`src/rtl/pwrmgr_pkg.sv`:
```
// Shared power-manager types and constants used by the wakeup detector.
package pwrmgr_pkg;

    localparam int unsigned WkupModeW = 3;

    // Encodings 6 and 7 are unused and behave like WkupDisabled.
    typedef enum logic [WkupModeW-1:0] {
        WkupDisabled  = 3'd0,
        WkupPosedge   = 3'd1,
        WkupNegedge   = 3'd2,
        WkupAnyedge   = 3'd3,
        WkupTimedHigh = 3'd4,
        WkupTimedLow  = 3'd5
    } wkup_mode_e;

endpackage

```
`src/rtl/pwrmgr_wkup_chan.sv`:
```
// One wakeup channel: 2-flop synchroniser, optional glitch filter,
// edge / timed-level event detect and a sticky cause bit.
module pwrmgr_wkup_chan
    import pwrmgr_pkg::*;
#(
    parameter int unsigned CntWidth   = 16,
    parameter int unsigned FiltCycles = 4
) (
    input  logic                 clk_i,
    input  logic                 rst_ni,
    input  logic                 raw_i,
    input  logic                 en_i,
    input  logic                 filt_en_i,
    input  logic [WkupModeW-1:0] mode_i,
    input  logic [CntWidth-1:0]  thresh_i,
    input  logic                 clr_i,
    output logic                 cause_o
);

    localparam int unsigned FiltCntW = (FiltCycles > 1) ? $clog2(FiltCycles) : 1;
    localparam logic [FiltCntW-1:0] FiltLast = FiltCntW'(FiltCycles - 1);

    logic [1:0]           sync_q, sync_d;
    logic                 filt_q, filt_d;
    logic [FiltCntW-1:0]  filt_cnt_q, filt_cnt_d;
    logic                 prev_q, prev_d;
    logic [CntWidth-1:0]  lvl_cnt_q, lvl_cnt_d;
    logic [WkupModeW-1:0] mode_q, mode_d;
    logic                 cause_q, cause_d;

    logic                 synced;
    logic                 filtered;
    logic                 mode_chg;
    logic                 lvl_active;
    logic [CntWidth-1:0]  thresh_last;
    logic                 evt;

    always_comb begin
        sync_d     = {sync_q[0], raw_i};
        synced     = sync_q[1];
        filt_d     = filt_q;
        filt_cnt_d = '0;
        filtered   = filt_q;
        lvl_cnt_d  = '0;
        lvl_active = 1'b0;
        evt        = 1'b0;

        // Filter: accept a new level only after FiltCycles consecutive differing cycles.
        if (!filt_en_i) begin
            filtered = synced;
            filt_d   = synced;
        end else if (synced != filt_q) begin
            if (filt_cnt_q == FiltLast) begin
                filt_d = synced;
            end else begin
                filt_cnt_d = filt_cnt_q + FiltCntW'(1);
            end
        end

        mode_chg    = (mode_i != mode_q);
        thresh_last = (thresh_i == '0) ? '0 : thresh_i - CntWidth'(1);

        if (en_i && !mode_chg) begin
            if (mode_i == WkupTimedHigh) begin
                lvl_active = filtered;
            end else if (mode_i == WkupTimedLow) begin
                lvl_active = ~filtered;
            end
        end

        if (lvl_active) begin
            lvl_cnt_d = (lvl_cnt_q == '1) ? lvl_cnt_q : lvl_cnt_q + CntWidth'(1);
        end

        case (mode_i)
            WkupPosedge:   evt = filtered & ~prev_q;
            WkupNegedge:   evt = ~filtered & prev_q;
            WkupAnyedge:   evt = filtered ^ prev_q;
            WkupTimedHigh,
            WkupTimedLow:  evt = lvl_active && (lvl_cnt_q == thresh_last);
            default:       evt = 1'b0;
        endcase
        if (mode_chg) begin
            evt = 1'b0;
        end

        // Set wins over a simultaneous clear so no event is lost.
        cause_d = (cause_q & ~clr_i) | (evt & en_i);
        prev_d  = filtered;
        mode_d  = mode_i;
    end

    always_ff @(posedge clk_i or negedge rst_ni) begin
        if (!rst_ni) begin
            sync_q     <= '0;
            filt_q     <= 1'b0;
            filt_cnt_q <= '0;
            prev_q     <= 1'b0;
            lvl_cnt_q  <= '0;
            mode_q     <= '0;
            cause_q    <= 1'b0;
        end else begin
            sync_q     <= sync_d;
            filt_q     <= filt_d;
            filt_cnt_q <= filt_cnt_d;
            prev_q     <= prev_d;
            lvl_cnt_q  <= lvl_cnt_d;
            mode_q     <= mode_d;
            cause_q    <= cause_d;
        end
    end

    assign cause_o = cause_q;

endmodule

```
`src/rtl/pwrmgr_wkup_detector.sv`:
```
// Wakeup request source: NumWkups independent detector channels plus the
// request reduction feeding the power manager.
module pwrmgr_wkup_detector
    import pwrmgr_pkg::*;
#(
    parameter int unsigned NumWkups   = 6,
    parameter int unsigned CntWidth   = 16,
    parameter int unsigned FiltCycles = 4
) (
    input  logic                          clk_i,
    input  logic                          rst_ni,
    input  logic [NumWkups-1:0]           wkup_raw_i,
    input  logic [NumWkups-1:0]           en_i,
    input  logic [NumWkups-1:0]           filt_en_i,
    input  logic [WkupModeW*NumWkups-1:0] mode_i,
    input  logic [CntWidth*NumWkups-1:0]  thresh_i,
    input  logic [NumWkups-1:0]           clr_i,
    output logic [NumWkups-1:0]           wakeups_o,
    output logic                          wkup_req_o
);

    for (genvar i = 0; i < NumWkups; i++) begin : g_chan
        pwrmgr_wkup_chan #(
            .CntWidth   (CntWidth),
            .FiltCycles (FiltCycles)
        ) u_chan (
            .clk_i     (clk_i),
            .rst_ni    (rst_ni),
            .raw_i     (wkup_raw_i[i]),
            .en_i      (en_i[i]),
            .filt_en_i (filt_en_i[i]),
            .mode_i    (mode_i[WkupModeW*i +: WkupModeW]),
            .thresh_i  (thresh_i[CntWidth*i +: CntWidth]),
            .clr_i     (clr_i[i]),
            .cause_o   (wakeups_o[i])
        );
    end

    assign wkup_req_o = |wakeups_o;

endmodule

```
`config.mk`:
```
export PLATFORM = sky130hd
export DESIGN_NAME = pwrmgr_wkup_detector
export DESIGN_NICKNAME = d
export VERILOG_FILES = /design/src/rtl/pwrmgr_pkg.sv /design/src/rtl/pwrmgr_wkup_chan.sv /design/src/rtl/pwrmgr_wkup_detector.sv
export SDC_FILE = /design/constraint.sdc
export NUM_CORES = 1
export LEC_CHECK = 0
export ABC_CLOCK_PERIOD_IN_PS = 3500
export BUFFER_PORTS_ARGS = -buffer_cell sky130_fd_sc_hd__buf_2
export CAP_MARGIN = 20
export CORE_MARGIN = 2
export CORE_UTILIZATION = 49
export DETAILED_ROUTE_END_ITERATION = 12
export PLACE_DENSITY_LB_ADDON = 0.2
export SLEW_MARGIN = 30
export SYNTH_ARGS = -nofsm -noshare
export SYNTH_HDL_FRONTEND = slang
export SYNTH_SLANG_ARGS = --single-unit
```
`constraint.sdc`:
```
create_clock -name clk_i -period 3.5 [get_ports clk_i]
set_clock_uncertainty 0.15 [all_clocks]
set_input_delay 0.525 -clock clk_i [delete_from_list [all_inputs] [get_ports clk_i]]
set_output_delay 0.525 -clock clk_i [all_outputs]
set_load 0.005 [all_outputs]
```
==> After elaboration in Yosys (flattened, before gate mapping) <==
Index checks and enable logic that the tools add are counted.
{ "totals": {"input_bits": 140, "out_inout_bits": 7, "ff_bits": 156, "wordCells": 319} }
{ "op_classes": {"bitwise_logic": 54, "n_reduce_logical": 37, "n_addsub": 18, "mux": 90, "n_eq_ne": 78} }
{ "ops": {"columns": ["op", "count"], "rows": [
  ["16-bit 2-to-1 mux", 18],
  ["16-bit by 1-bit adder with 16-bit output, second input constant", 6],
  ["16-bit equality test", 6],
  ["16-bit equality test, second input constant", 6],
  ["16-bit logical NOT", 6],
  ["16-bit by 1-bit subtractor with 16-bit output, second input constant", 6],
  ["1-bit 2-to-1 mux", 48],
  ["3-bit by 2-bit equality test with 1-bit output, second input constant", 12],
  ["3-bit equality test, second input constant", 12],
  ["2-bit 2-to-1 mux", 18],
  ["1-bit AND", 24],
  ["2-bit by 1-bit != test with 1-bit output, second input constant", 12],
  ["1-bit one-hot mux with 4 select lines", 6],
  ["3-bit by 1-bit equality test with 1-bit output, second input constant", 6],
  ["3-bit != test", 6],
  ["1-bit NOT", 18],
  ["2-bit by 1-bit adder with 2-bit output, second input constant", 6],
  ["2-bit equality test, second input constant", 6],
  ["1-bit logical AND", 12],
  ["2-bit != test, second input constant", 6],
  ["2-bit AND reduction", 6],
  ["2-bit OR reduction", 6],
  ["1-bit logical NOT", 6],
  ["1-bit != test", 6],
  ["3 further kinds", 13]
]} }

==> Longest topological paths before layout <==
Gate-level depths: netlist of run 1.
{ "depth": {"word_depth": 10, "depth_mapped": 10, "mapped_depth_nobuf": 9} }

==> By module <==
Synthesis of run 1 repeated with hierarchy kept, for this count alone.
{ "unflattened": {"cells_unflattened": 1331, "hier_area_um2": 11491.0} }
{ "modules_own_cells": {"columns": ["mod", "seq_area_each_um2", "area_per_inst_um2", "instances", "cells_per_inst"], "rows": [
  ["pwrmgr_wkup_chan (g_chan[0].u_chan ...)", 650.6, 1894.3, 5, 218],
  ["pwrmgr_wkup_chan (g_chan[5].u_chan)", 650.6, 2005.7, 1, 238],
  ["pwrmgr_wkup_detector", 0.0, 13.8, 1, 3]
]} }

==> Worst setup path after synthesis of run 1 <==
OpenSTA, ideal clock, no wires.
{ "synth_path": {"path_type": "input port to flip-flop", "startpoint": "in thresh_i[18]", "endpoint": "reg g_chan[1].u_chan.cause_q", "setup_slack_ps": 553, "n_path_buf": 0, "arrival_time_ps": 2720, "setup_ps": 76, "cell_stages": 7, "t_required_ps": 3274, "path_cell_list": "or3_1 > or4_4 > or4_1 > a32oi_1 > nand4_1 > or4_1 > o21ai_1"} }
{ "synth_between": {"elab_chain_cells": 8, "elab_cells_between_ends": 9, "classes_between": "add/sub (1); eq/ne (1); mux (3); bitwise (2); reduce/logical (2)"} }
{ "synth_lines": {"columns": ["item", "line", "rtl"], "rows": [
  ["start: declaration", "pwrmgr_wkup_detector.sv:16", "input logic [CntWidth*NumWkups-1:0] thresh_i,"],
  ["16-bit by 1-bit subtractor with 16-bit output or 16-bit logical NOT (tied branches)", "pwrmgr_wkup_chan.sv:61", "thresh_last = (thresh_i == '0) ? '0 : thresh_i - CntWidth'(1);"],
  ["16-bit 2-to-1 mux *", "pwrmgr_wkup_chan.sv:61", null],
  ["16-bit equality test *", "pwrmgr_wkup_chan.sv:80", "WkupTimedLow: evt = lvl_active && (lvl_cnt_q == thresh_last);"],
  ["1-bit logical AND *", "pwrmgr_wkup_chan.sv:80", null],
  ["1-bit one-hot mux with 4 select lines *", "pwrmgr_wkup_chan.sv:75", "case (mode_i)"],
  ["1-bit 2-to-1 mux *", "pwrmgr_wkup_chan.sv:83", "if (mode_chg) begin"],
  ["1-bit AND *", "pwrmgr_wkup_chan.sv:88", "cause_d = (cause_q & ~clr_i) | (evt & en_i);"],
  ["1-bit OR *", "pwrmgr_wkup_chan.sv:88", null],
  ["named net g_chan[1].u_chan.cause_d", "pwrmgr_wkup_chan.sv:29", "logic cause_q, cause_d;"],
  ["end signal: assignment", "pwrmgr_wkup_chan.sv:109", "cause_q <= cause_d;"],
  ["end: declaration", "pwrmgr_wkup_chan.sv:29", null]
]} }
Mark *: on every way through the listed nets, which the timed path passes. The rest lies on a longest branch.
A chain may end at the register's enable or synchronous reset.

==> Final worst setup path of run 1 <==
Ends and elaborated chain as after synthesis.

==> results of run 1 <==
==> registers in the layout, indices dropped and copies added, names as in the netlist <==
name / cells
g_chan.u_chan.cause_o: 6
g_chan.u_chan.prev_q: 6
g_chan.u_chan.lvl_cnt_q: 96
g_chan.u_chan.filt_q: 6
g_chan.u_chan.mode_q: 18
g_chan.u_chan.sync_q: 12
g_chan.u_chan.filt_cnt_q: 12
==> kinds of logic after synthesis <==
kind of cell / count (synthesis) / synth area share
buffers and inverters: 114 / 0.0425
muxes: 39 / 0.0346
AOI/OAI and AO/OA: 218 / 0.129
DFF: 156 / 0.334
and+or+nand+nor: 655 / 0.301
xor gates and xnor gates: 168 / 0.126
adders and majority gates: 30 / 0.0321
==> layout make-up <==
| type | instances | area share |
|---|---|---|
| Multi-Input combinational cell | 1110 | 0.546 |
| Sequential cell | 156 | 0.293 |
| Timing Repair Buffer | 171 | 0.0703 |
| Clock buffer | 18 | 0.0329 |
| Tap cell | 319 | 0.0299 |
| Inverter | 56 | 0.0158 |
| Clock inverter | 14 | 0.0116 |
| Antenna cell | 2 | 0.000375 |
==> per-stage QoR <==
| step | utilization | std cells |
|---|---|---|
| 4_1_cts | 0.568 | 1844 |
| 3_3_place_gp | 0.542 | 1812 |
| 2_1_floorplan | - | 1380 |
| 6_report | 0.568 | 1846 |
| 3_5_place_dp | 0.542 | 1812 |
| 5_1_grt | 0.568 | 1845 |
==> worst min path at each step <==
stage                                              start                                        end  cells after the start
CTS                                               rst_ni  g_chan[4].u_chan.lvl_cnt_q[7]$_DFFE_PN0P_                      1
global route                               wkup_raw_i[2]       g_chan[2].u_chan.sync_q[0]$_DFF_PN0_                      1
global placement    g_chan[4].u_chan.sync_q[0]$_DFF_PN0_       g_chan[4].u_chan.sync_q[1]$_DFF_PN0_                      0
detailed placement  g_chan[3].u_chan.sync_q[0]$_DFF_PN0_       g_chan[3].u_chan.sync_q[1]$_DFF_PN0_                      0
finish                                            rst_ni  g_chan[4].u_chan.lvl_cnt_q[6]$_DFFE_PN0P_                      1
floorplan                                         rst_ni         g_chan[0].u_chan.cause_o$_DFF_PN0_                      0
==> metal layers <==
metal,vias to the layer above,global-route usage,wire length [um]
met2,276,0.357,13000
met4,0,0.0626,369
met1,5146,0.336,13800
met3,34,0.0359,1280
li1,5304,-,-
met5,-,0,0
==> cells in the final DEF, fill, tap and decap left out, types with 17 or more instances in the layout <==
cell | netlist | final
nor3_1 | 69 | 69
a21oi_1 | 44 | 44
o21ai_0 | 43 | 43
mux2i_1 | 28 | 28
ha_1 | 30 | 30
nand2_1 | 83 | 83
or3_1 | 32 | 32
nand4_1 | 43 | 43
buf_2 | 1 | 145
inv_1 | 56 | 56
and3_1 | 29 | 29
xnor2_1 | 92 | 92
nand2b_1 | 20 | 20
nor2_1 | 167 | 167
nor4_1 | 33 | 33
xor2_1 | 76 | 76
clkbuf_16 | 0 | 17
dfrtp_1 | 156 | 156
or4_1 | 20 | 20
buf_4 | 6 | 24
nand3_1 | 64 | 64
==> power by group through the flow <==
stage / Sequential [W] / Combinational [W] / Clock (W)
after floorplan: 0.00191 / 0.000320 / 0
after global placement: 0.00191 / 0.000557 / 0
after detailed placement: 0.00191 / 0.000570 / 0
after CTS: 0.00188 / 0.000572 / 0.00192
after global routing: 0.00189 / 0.000646 / 0.00200
final: 0.00188 / 0.000571 / 0.00187
==> impl_metrics.json, run 1 <==
{
  "run_status": "complete, but fails checks",
  "violations": "negative hold slack",
  "synthArstFlopShare": 1.00,
  "ys_top_cells_by_area": "dfrtp_1 (33%), xnor2_1 (6.9%), xor2_1 (5.7%), nor2_1 (5.4%), ha_1 (3.2%)",
  "power_density_nw_per_um2": 324,
  "cts_setup_buffers": 0,
  "synth_top_area_frac": 0.334,
  "worstMarginPinSlew_ps": 785,
  "synth_commonest_cells": "nor2_1 (167), dfrtp_1 (156), xnor2_1 (92)",
  "cts_buffers": 17,
  "multi_input_comb_area_um2": 7280,
  "critPathLaunchType": "input port",
  "wl_per_cell_um": 15.4,
  "cp_slowest_cell": "or4_1",
  "finalInstanceArea_um2": 13300,
  "clkSinkCount": 156,
  "ioPinCount": 147,
  "die_width_um": 158,
  "grt_overflow": 0,
  "fillers": 2153,
  "cts-root-buf": "clkbuf_16",
  "post_cts_resize_count": 0,
  "rows": 56,
  "post-route-period-util": 0.807,
  "yosysWarningCount": 0,
  "drt_iter0_drc": 780,
  "endpoint_kind": "flop",
  "endpoint": "g_chan[1].u_chan.cause_o$_DFF_PN0_",
  "p_int_w": 0.00318,
  "timing.fmax_mhz": 354,
  "grt_antenna_before_repair": 1,
  "regToRegEndpoint": "g_chan[3].u_chan.lvl_cnt_q[15]$_DFFE_PN0P_",
  "grt_pass1_wl_um": 47300,
  "ys_ff_latch": 156,
  "num_vias": 10800,
  "place_hpwl_um": 21700,
  "cts_tree": "built",
  "crit_buf_inv": 1,
  "grt_pass1_vias": 9940,
  "worst_slack_ps": 675,
  "cp.arrival_ps": 3010,
  "slew_headroom": 0.472,
  "setup_viol": 0,
  "final_nets": 1682,
  "hold_class": "in2async",
  "drc_errors": 0,
  "worstPathCellList": "buf_2, or3_1, or4_4, or4_1, a32oi_1, nand4_1, or4_1, o21ai_1",
  "wl_um": 28400,
  "seq_area_um2": 3900,
  "cts_max_path_buffers": 2,
  "design.core.area_um2": 23500,
  "hold_buffers": 0,
  "pwr-share-comb": 0.132,
  "dieHeight_um": 158,
  "crit_path_start": "thresh_i[18]",
  "max_cap_violations": 0,
  "port_buffers": 146,
  "ir_worst_vdd_uv": 272,
  "yosysMostFrequentCell": "nor2_1",
  "syn_area_um2": 11700,
  "yosysSeqAreaShare": 0.334,
  "rsz0062_at_grt": "false",
  "viasPerCell": 5.83,
  "pre_cts_ws_ps": 264,
  "crit_required_ps": 3690,
  "cts_max_level": 4,
  "power.total_w": 0.00433,
  "syn_nets": 1550,
  "clk_pin_slew_ps": 70,
  "crit_fanout": 7,
  "cp_num_cells": 8,
  "yosysUniqueCellTypes": 87,
  "grt_max_degree": 84,
  "worstReg2RegStart": "g_chan[3].u_chan.lvl_cnt_q[0]$_DFFE_PN0P_",
  "dieArea_um2": 25100,
  "crit_family": "simple AND/OR/NAND/NOR gates",
  "hold_ws_ps": -19.9,
  "drive_gt1_frac": 0.165,
  "drt_pass1_iterations": 5,
  "cpMostUsedCell": "or4_1",
  "place_congestion": 0.932,
  "cpPeakStageDelay_ps": 530,
  "path_class": "in2reg",
  "syn_to_final_growth_pct": 14.1,
  "antenna_left": 0,
  "drv_slew": 0,
  "place_area_um2": 12700,
  "synth_ff_type": "dfrtp_1",
  "timing_hold_violations_final": 9,
  "tns_ps": 0,
  "initial_utilization": 0.498,
  "seq_power_share": 0.435,
  "period_minus_slack_ps": 2830,
  "r2r_slack_ps": 720,
  "p_sw_frac": 0.265,
  "rr_worst_depth": 8,
  "pwr-share-clk": 0.433,
  "synth_top_cell_by_area": "dfrtp_1",
  "synth_area_per_cell_um2": 8.47,
  "switchingPower_w": 0.00114,
  "syn_inst": 1380,
  "power.leakage_nw": 5.43,
  "synth_edf_count": 0,
  "grt_usage": 0.231,
  "clk_latency_ps": 420
}
(Power assumes the default switching activity.)
==> run 2: changes to the inputs <==
ABC_CLOCK_PERIOD_IN_PS = 2900   (was 3500)
clock period = 2.9 ns   (was 3.5 ns; I/O delays follow)
==> run 2 against run 1 <==
  * The run now ends clean
  * Combinational power grew 30%
  * Core utilization grew 2.7 points
  * Sequential share of layout area is 1.3 points lower
  * Die area unchanged
  * Flip-flop and latch count unchanged
  * Cell area grew 4.7%
  * Via count up 1.9%
  * Register-to-register slack worse by 380 ps
  * First-iteration DRC count is 4.5% higher
  * Largest power group is now the clock network
==> impl_metrics.json, run 2 (synthesis results as in run 1) <==
{
  "worstMarginPinSlew_ps": 801,
  "drc_errors": 0,
  "crit_required_ps": 3100,
  "pre_cts_ws_ps": -138,
  "wl_um": 29200,
  "wl_per_cell_um": 15.2,
  "rsz0062_at_grt": "false",
  "syn_to_final_growth_pct": 19.5,
  "cpMostUsedCell": "or4_1",
  "cp_slowest_cell": "or4_1",
  "rr_worst_depth": 9,
  "ir_worst_vdd_uv": 346,
  "cp.arrival_ps": 2830,
  "cpPeakStageDelay_ps": 510,
  "design.core.area_um2": 23500,
  "dieHeight_um": 158,
  "drt_pass1_iterations": 5,
  "cts_buffers": 17,
  "cts_max_level": 4,
  "clk_latency_ps": 430,
  "stdcell_count": 1924,
  "power.leakage_nw": 5.81,
  "period_minus_slack_ps": 2630,
  "rows": 56,
  "worstHoldStart": "mode_i[5]",
  "run_status": "finished, final reports clean",
  "place_congestion": 0.885,
  "num_vias": 11000,
  "final_cell_mix": "nor2_1 (167), dfrtp_1 (156), buf_2 (145)",
  "slew_headroom": 0.466,
  "dieArea_um2": 25100,
  "grt_antenna_before_repair": 1,
  "crit_buf_inv": 1,
  "cts_max_path_buffers": 2,
  "cts_tree": "built",
  "die_width_um": 158,
  "power_density_nw_per_um2": 379,
  "post-route-period-util": 0.905,
  "grt_pass1_wl_um": 48300,
  "cp_num_cells": 8,
  "worst_slack_ps": 274,
  "largest_reg_flops": 96,
  "viasPerCell": 5.70,
  "r2r_slack_ps": 340,
  "endpoint_kind": "flop",
  "place_hpwl_um": 22200,
  "grt_max_degree": 145,
  "grt_overflow": 0,
  "grt_pass1_vias": 10200,
  "reg_top3": "g_chan.u_chan.lvl_cnt_q x96, g_chan.u_chan.mode_q x18",
  "clk_pin_slew_ps": 70,
  "final_common_cell": "nor2_1",
  "path_class": "in2reg",
  "setup_viol": 0,
  "ioPinCount": 147,
  "drive_gt1_frac": 0.199,
  "drt_iter0_drc": 815,
  "final_nets": 1761,
  "hold_end": "g_chan[1].u_chan.mode_q[2]$_DFF_PN0_",
  "regToRegEndpoint": "g_chan[3].u_chan.lvl_cnt_q[13]$_DFFE_PN0P_",
  "grt_usage": 0.235,
  "fin_util": 0.595,
  "port_buffers": 146,
  "timing.fmax_mhz": 381,
  "drv_slew": 0,
  "timing_hold_violations_final": 0,
  "clkSinkCount": 156,
  "worstReg2RegStart": "g_chan[3].u_chan.lvl_cnt_q[0]$_DFFE_PN0P_",
  "top_register": "g_chan.u_chan.lvl_cnt_q",
  "antenna_left": 0,
  "critPathLaunchType": "input port",
  "dp_cells": 1879,
  "hold_depth": 1,
  "hold_class": "in2reg",
  "initial_utilization": 0.498,
  "max_cap_violations": 0,
  "worstPathCellList": "buf_2, or3_1, or4_4, or4_1, a32oi_1, nand4_1, or4_1, o21ai_1",
  "cts-root-buf": "clkbuf_16",
  "crit_family": "simple AND/OR/NAND/NOR gates",
  "crit_fanout": 3
}
-- run 2: cell type report --
type | count | area, um2
Multi-Input combinational cell | 1110 | 7280
Timing Repair Buffer | 250 | 1560
Antenna cell | 1 | 2.50
Clock buffer | 17 | 425
Tap cell | 319 | 399
Sequential cell | 156 | 3900
Inverter | 56 | 210
Clock inverter | 15 | 174
Fill cell | 2132 | 9520
-- run 2: per-stage QoR --
step                      instance area (um2)  TNS (ps)  hold WS (ps)  total power (W)
after floorplan                         11700         0         -10.6          0.00269
after global placement                  13200      -145           109          0.00302
after global routing                    14000         0          7.25          0.00555
final                                   14000         0          22.0          0.00529
after detailed placement                13200      -224           109          0.00304
after CTS                               13900         0          1.86          0.00535
-- run 2: layer usage --
| metal | GRT usage | share of wire | wire length, um |
|---|---|---|---|
| met5 | 0 | 0 | 0 |
| met3 | 0.0340 | 0.040 | 1160 |
| met1 | 0.319 | 0.47 | 13700 |
| met4 | 0.0575 | 0.013 | 371 |
| met2 | 0.397 | 0.48 | 13900 |
-- run 2: worst max-delay path by stage --
stage	startpoint	end	slack, ps
global route	g_chan[3].u_chan.lvl_cnt_q[0]$_DFFE_PN0P_	g_chan[3].u_chan.lvl_cnt_q[13]$_DFFE_PN0P_	110
CTS	thresh_i[18]	g_chan[1].u_chan.cause_o$_DFF_PN0_	300
detailed placement	thresh_i[18]	g_chan[1].u_chan.cause_o$_DFF_PN0_	-140
global placement	thresh_i[18]	g_chan[1].u_chan.cause_o$_DFF_PN0_	-140
finish	thresh_i[18]	g_chan[1].u_chan.cause_o$_DFF_PN0_	270
floorplan	thresh_i[18]	g_chan[1].u_chan.cause_o$_DFF_PN0_	40
-- run 2: repair_timing --
item / 4_1_cts / 5_1_grt
resized for setup: 0 / 0
endpoints found under the hold margin: 22 / 1
hold buffers: 11 / 1
setup buffers: 0 / 0
-- run 2: where the power goes --
group	internal, W	switching (W)
Sequential	0.00223	0.0000362
Combinational	0.000338	0.000407
Clock	0.00130	0.000976
Total	0.00387	0.00142
==> run 3: changes to the inputs <==
CORE_ASPECT_RATIO = 1.5   (was default)
RECOVER_POWER = 25   (was default)
==> run 3 against run 2 <==
  * Sequential share of layout area increased by 0.093 points
  * Combinational power decreased by 1%
  * Highest routed layer is now met5
  * Register-to-register slack about the same
  * Cell area decreased by 0.33%
  * Largest cell class unchanged
  * Critical endpoint unchanged
  * Critical path type unchanged
==> impl_metrics.json, run 3 (synthesis results as in run 1) <==
{
  "cts-root-buf": "clkbuf_16",
  "final_cell_mix": "nor2_1 (167), dfrtp_1 (156), buf_2 (126)",
  "grt_overflow": 0,
  "post-route-period-util": 0.915,
  "worstMarginPinSlew_ps": 1490,
  "antenna_left": 0,
  "rsz0062_at_grt": "false",
  "final_nets": 1765,
  "setup_viol": 0,
  "design.core.area_um2": 23600,
  "cts_setup_buffers": 0,
  "syn_to_final_growth_pct": 19.1,
  "seq_power_share": 0.444,
  "dieArea_um2": 25100,
  "top_register": "g_chan.u_chan.lvl_cnt_q",
  "cts_buffers": 17,
  "place_congestion": 0.884,
  "num_vias": 11100,
  "clk_latency_ps": 430,
  "crit_fanout": 4,
  "p_sw_frac": 0.251,
  "hold_class": "in2reg",
  "wl_per_cell_um": 15.6,
  "timing.fmax_mhz": 377,
  "reg_top3": "g_chan.u_chan.lvl_cnt_q x96, g_chan.u_chan.mode_q x18",
  "ioPinCount": 147,
  "hold_ws_ps": 68.1,
  "period_minus_slack_ps": 2650,
  "rr_worst_depth": 8,
  "drv_slew": 0,
  "cpMostUsedCell": "or4_1",
  "worstPathCellList": "buf_2, or3_1, or4_4, or4_1, a32oi_1, nand4_1, or4_1, o21ai_1",
  "finalInstanceArea_um2": 13900,
  "p_int_w": 0.00383,
  "rows": 69,
  "max_cap_violations": 0,
  "die_width_um": 130,
  "worstHoldStart": "mode_i[10]",
  "initial_utilization": 0.496,
  "wl_um": 30000,
  "hold_depth": 1,
  "place_hpwl_um": 23400,
  "power_density_nw_per_um2": 368,
  "pwr-share-clk": 0.412,
  "port_buffers": 146,
  "grt_pass1_wl_um": 49900,
  "power.leakage_nw": 5.73,
  "switchingPower_w": 0.00128,
  "run_status": "finished, final reports clean",
  "fillers": 2180,
  "crit_required_ps": 3100,
  "crit_path_start": "thresh_i[18]",
  "dieHeight_um": 193,
  "grt_max_degree": 58,
  "cts_tree": "built",
  "timing_hold_violations_final": 0,
  "drive_gt1_frac": 0.182,
  "slew_headroom": 0.00934,
  "drc_errors": 0,
  "cp.arrival_ps": 2850,
  "post_cts_resize_count": 0,
  "clk_pin_slew_ps": 60,
  "path_class": "in2reg",
  "cts_max_path_buffers": 2,
  "largest_reg_flops": 96,
  "place_area_um2": 13200,
  "clkSinkCount": 156,
  "grt_antenna_before_repair": 2,
  "pwr-share-comb": 0.144,
  "cp_slowest_cell": "or4_1",
  "grt_pass1_vias": 10800,
  "ir_worst_vdd_uv": 349,
  "endpoint_kind": "flop",
  "viasPerCell": 5.77,
  "grt_usage": 0.245,
  "drt_iter0_drc": 485,
  "drt_pass1_iterations": 4,
  "cpPeakStageDelay_ps": 530,
  "cts_max_level": 4,
  "critPathLaunchType": "input port",
  "worstReg2RegStart": "g_chan[2].u_chan.lvl_cnt_q[0]$_DFFE_PN0P_",
  "hold_buffers": 16,
  "tns_ps": 0,
  "final_common_cell": "nor2_1"
}
## run 3: critical path: cells and delay by family
kind                   cells  cell delay [ps]
AND/OR/NAND/NOR            5             1960
buffers and inverters      1              120
AO/OA/AOI/OAI              2              330
## run 3: area by class of cell
| class | count | area (um2) | area share |
|---|---|---|---|
| multi-input cells | 1110 | 7280 | 0.523 |
| flip-flops and latches | 156 | 3900 | 0.281 |
| repair buffers | 254 | 1570 | 0.113 |
| clock buffers | 20 | 447 | 0.0321 |
| well taps | 319 | 399 | 0.0287 |
| inverters | 56 | 210 | 0.0151 |
| clock inverters | 7 | 96.3 | 0.00693 |
| diodes | 1 | 2.50 | 0.000180 |
## run 3: final timing paths
path,to,slack [ps]
max reg2reg,g_chan[2].u_chan.lvl_cnt_q[9]$_DFFE_PN0P_,340
min in group asynchronous,g_chan[4].u_chan.lvl_cnt_q[14]$_DFFE_PN0P_,720
max in group asynchronous,g_chan[3].u_chan.lvl_cnt_q[5]$_DFFE_PN0P_,730
min,g_chan[3].u_chan.mode_q[1]$_DFF_PN0_,70
min reg2reg,g_chan[3].u_chan.sync_q[1]$_DFF_PN0_,200
max,g_chan[1].u_chan.cause_o$_DFF_PN0_,250
## run 3: power groups by stage
stage / clock (W) / combinational, W / sequential (W)
finish: 0.00211 / 0.000736 / 0.00227
detailed placement: 0 / 0.000726 / 0.00231
global route: 0.00225 / 0.000828 / 0.00228
floorplan: 0 / 0.000386 / 0.00230
global placement: 0 / 0.000708 / 0.00231
CTS: 0.00217 / 0.000746 / 0.00227
## run 3: per-layer routing
layer / global-route usage / vias up / wire length (um)
met2: 0.442 / 271 / 15400
li1: - / 5454 / -
met1: 0.283 / 5294 / 12400
met5: 0 / - / 13
met4: 0.110 / 2 / 1030
met3: 0.0392 / 72 / 1180
## run 3: metrics by stage
step	total power, W	cells	util	setup slack [ps]
after CTS	0.00519	1922	0.591	281
after floorplan	0.00269	1380	-	43.2
final	0.00512	1923	0.590	248
after global placement	0.00302	1879	0.562	-152
after global routing	0.00536	1923	0.590	108
after detailed placement	0.00304	1879	0.562	-164
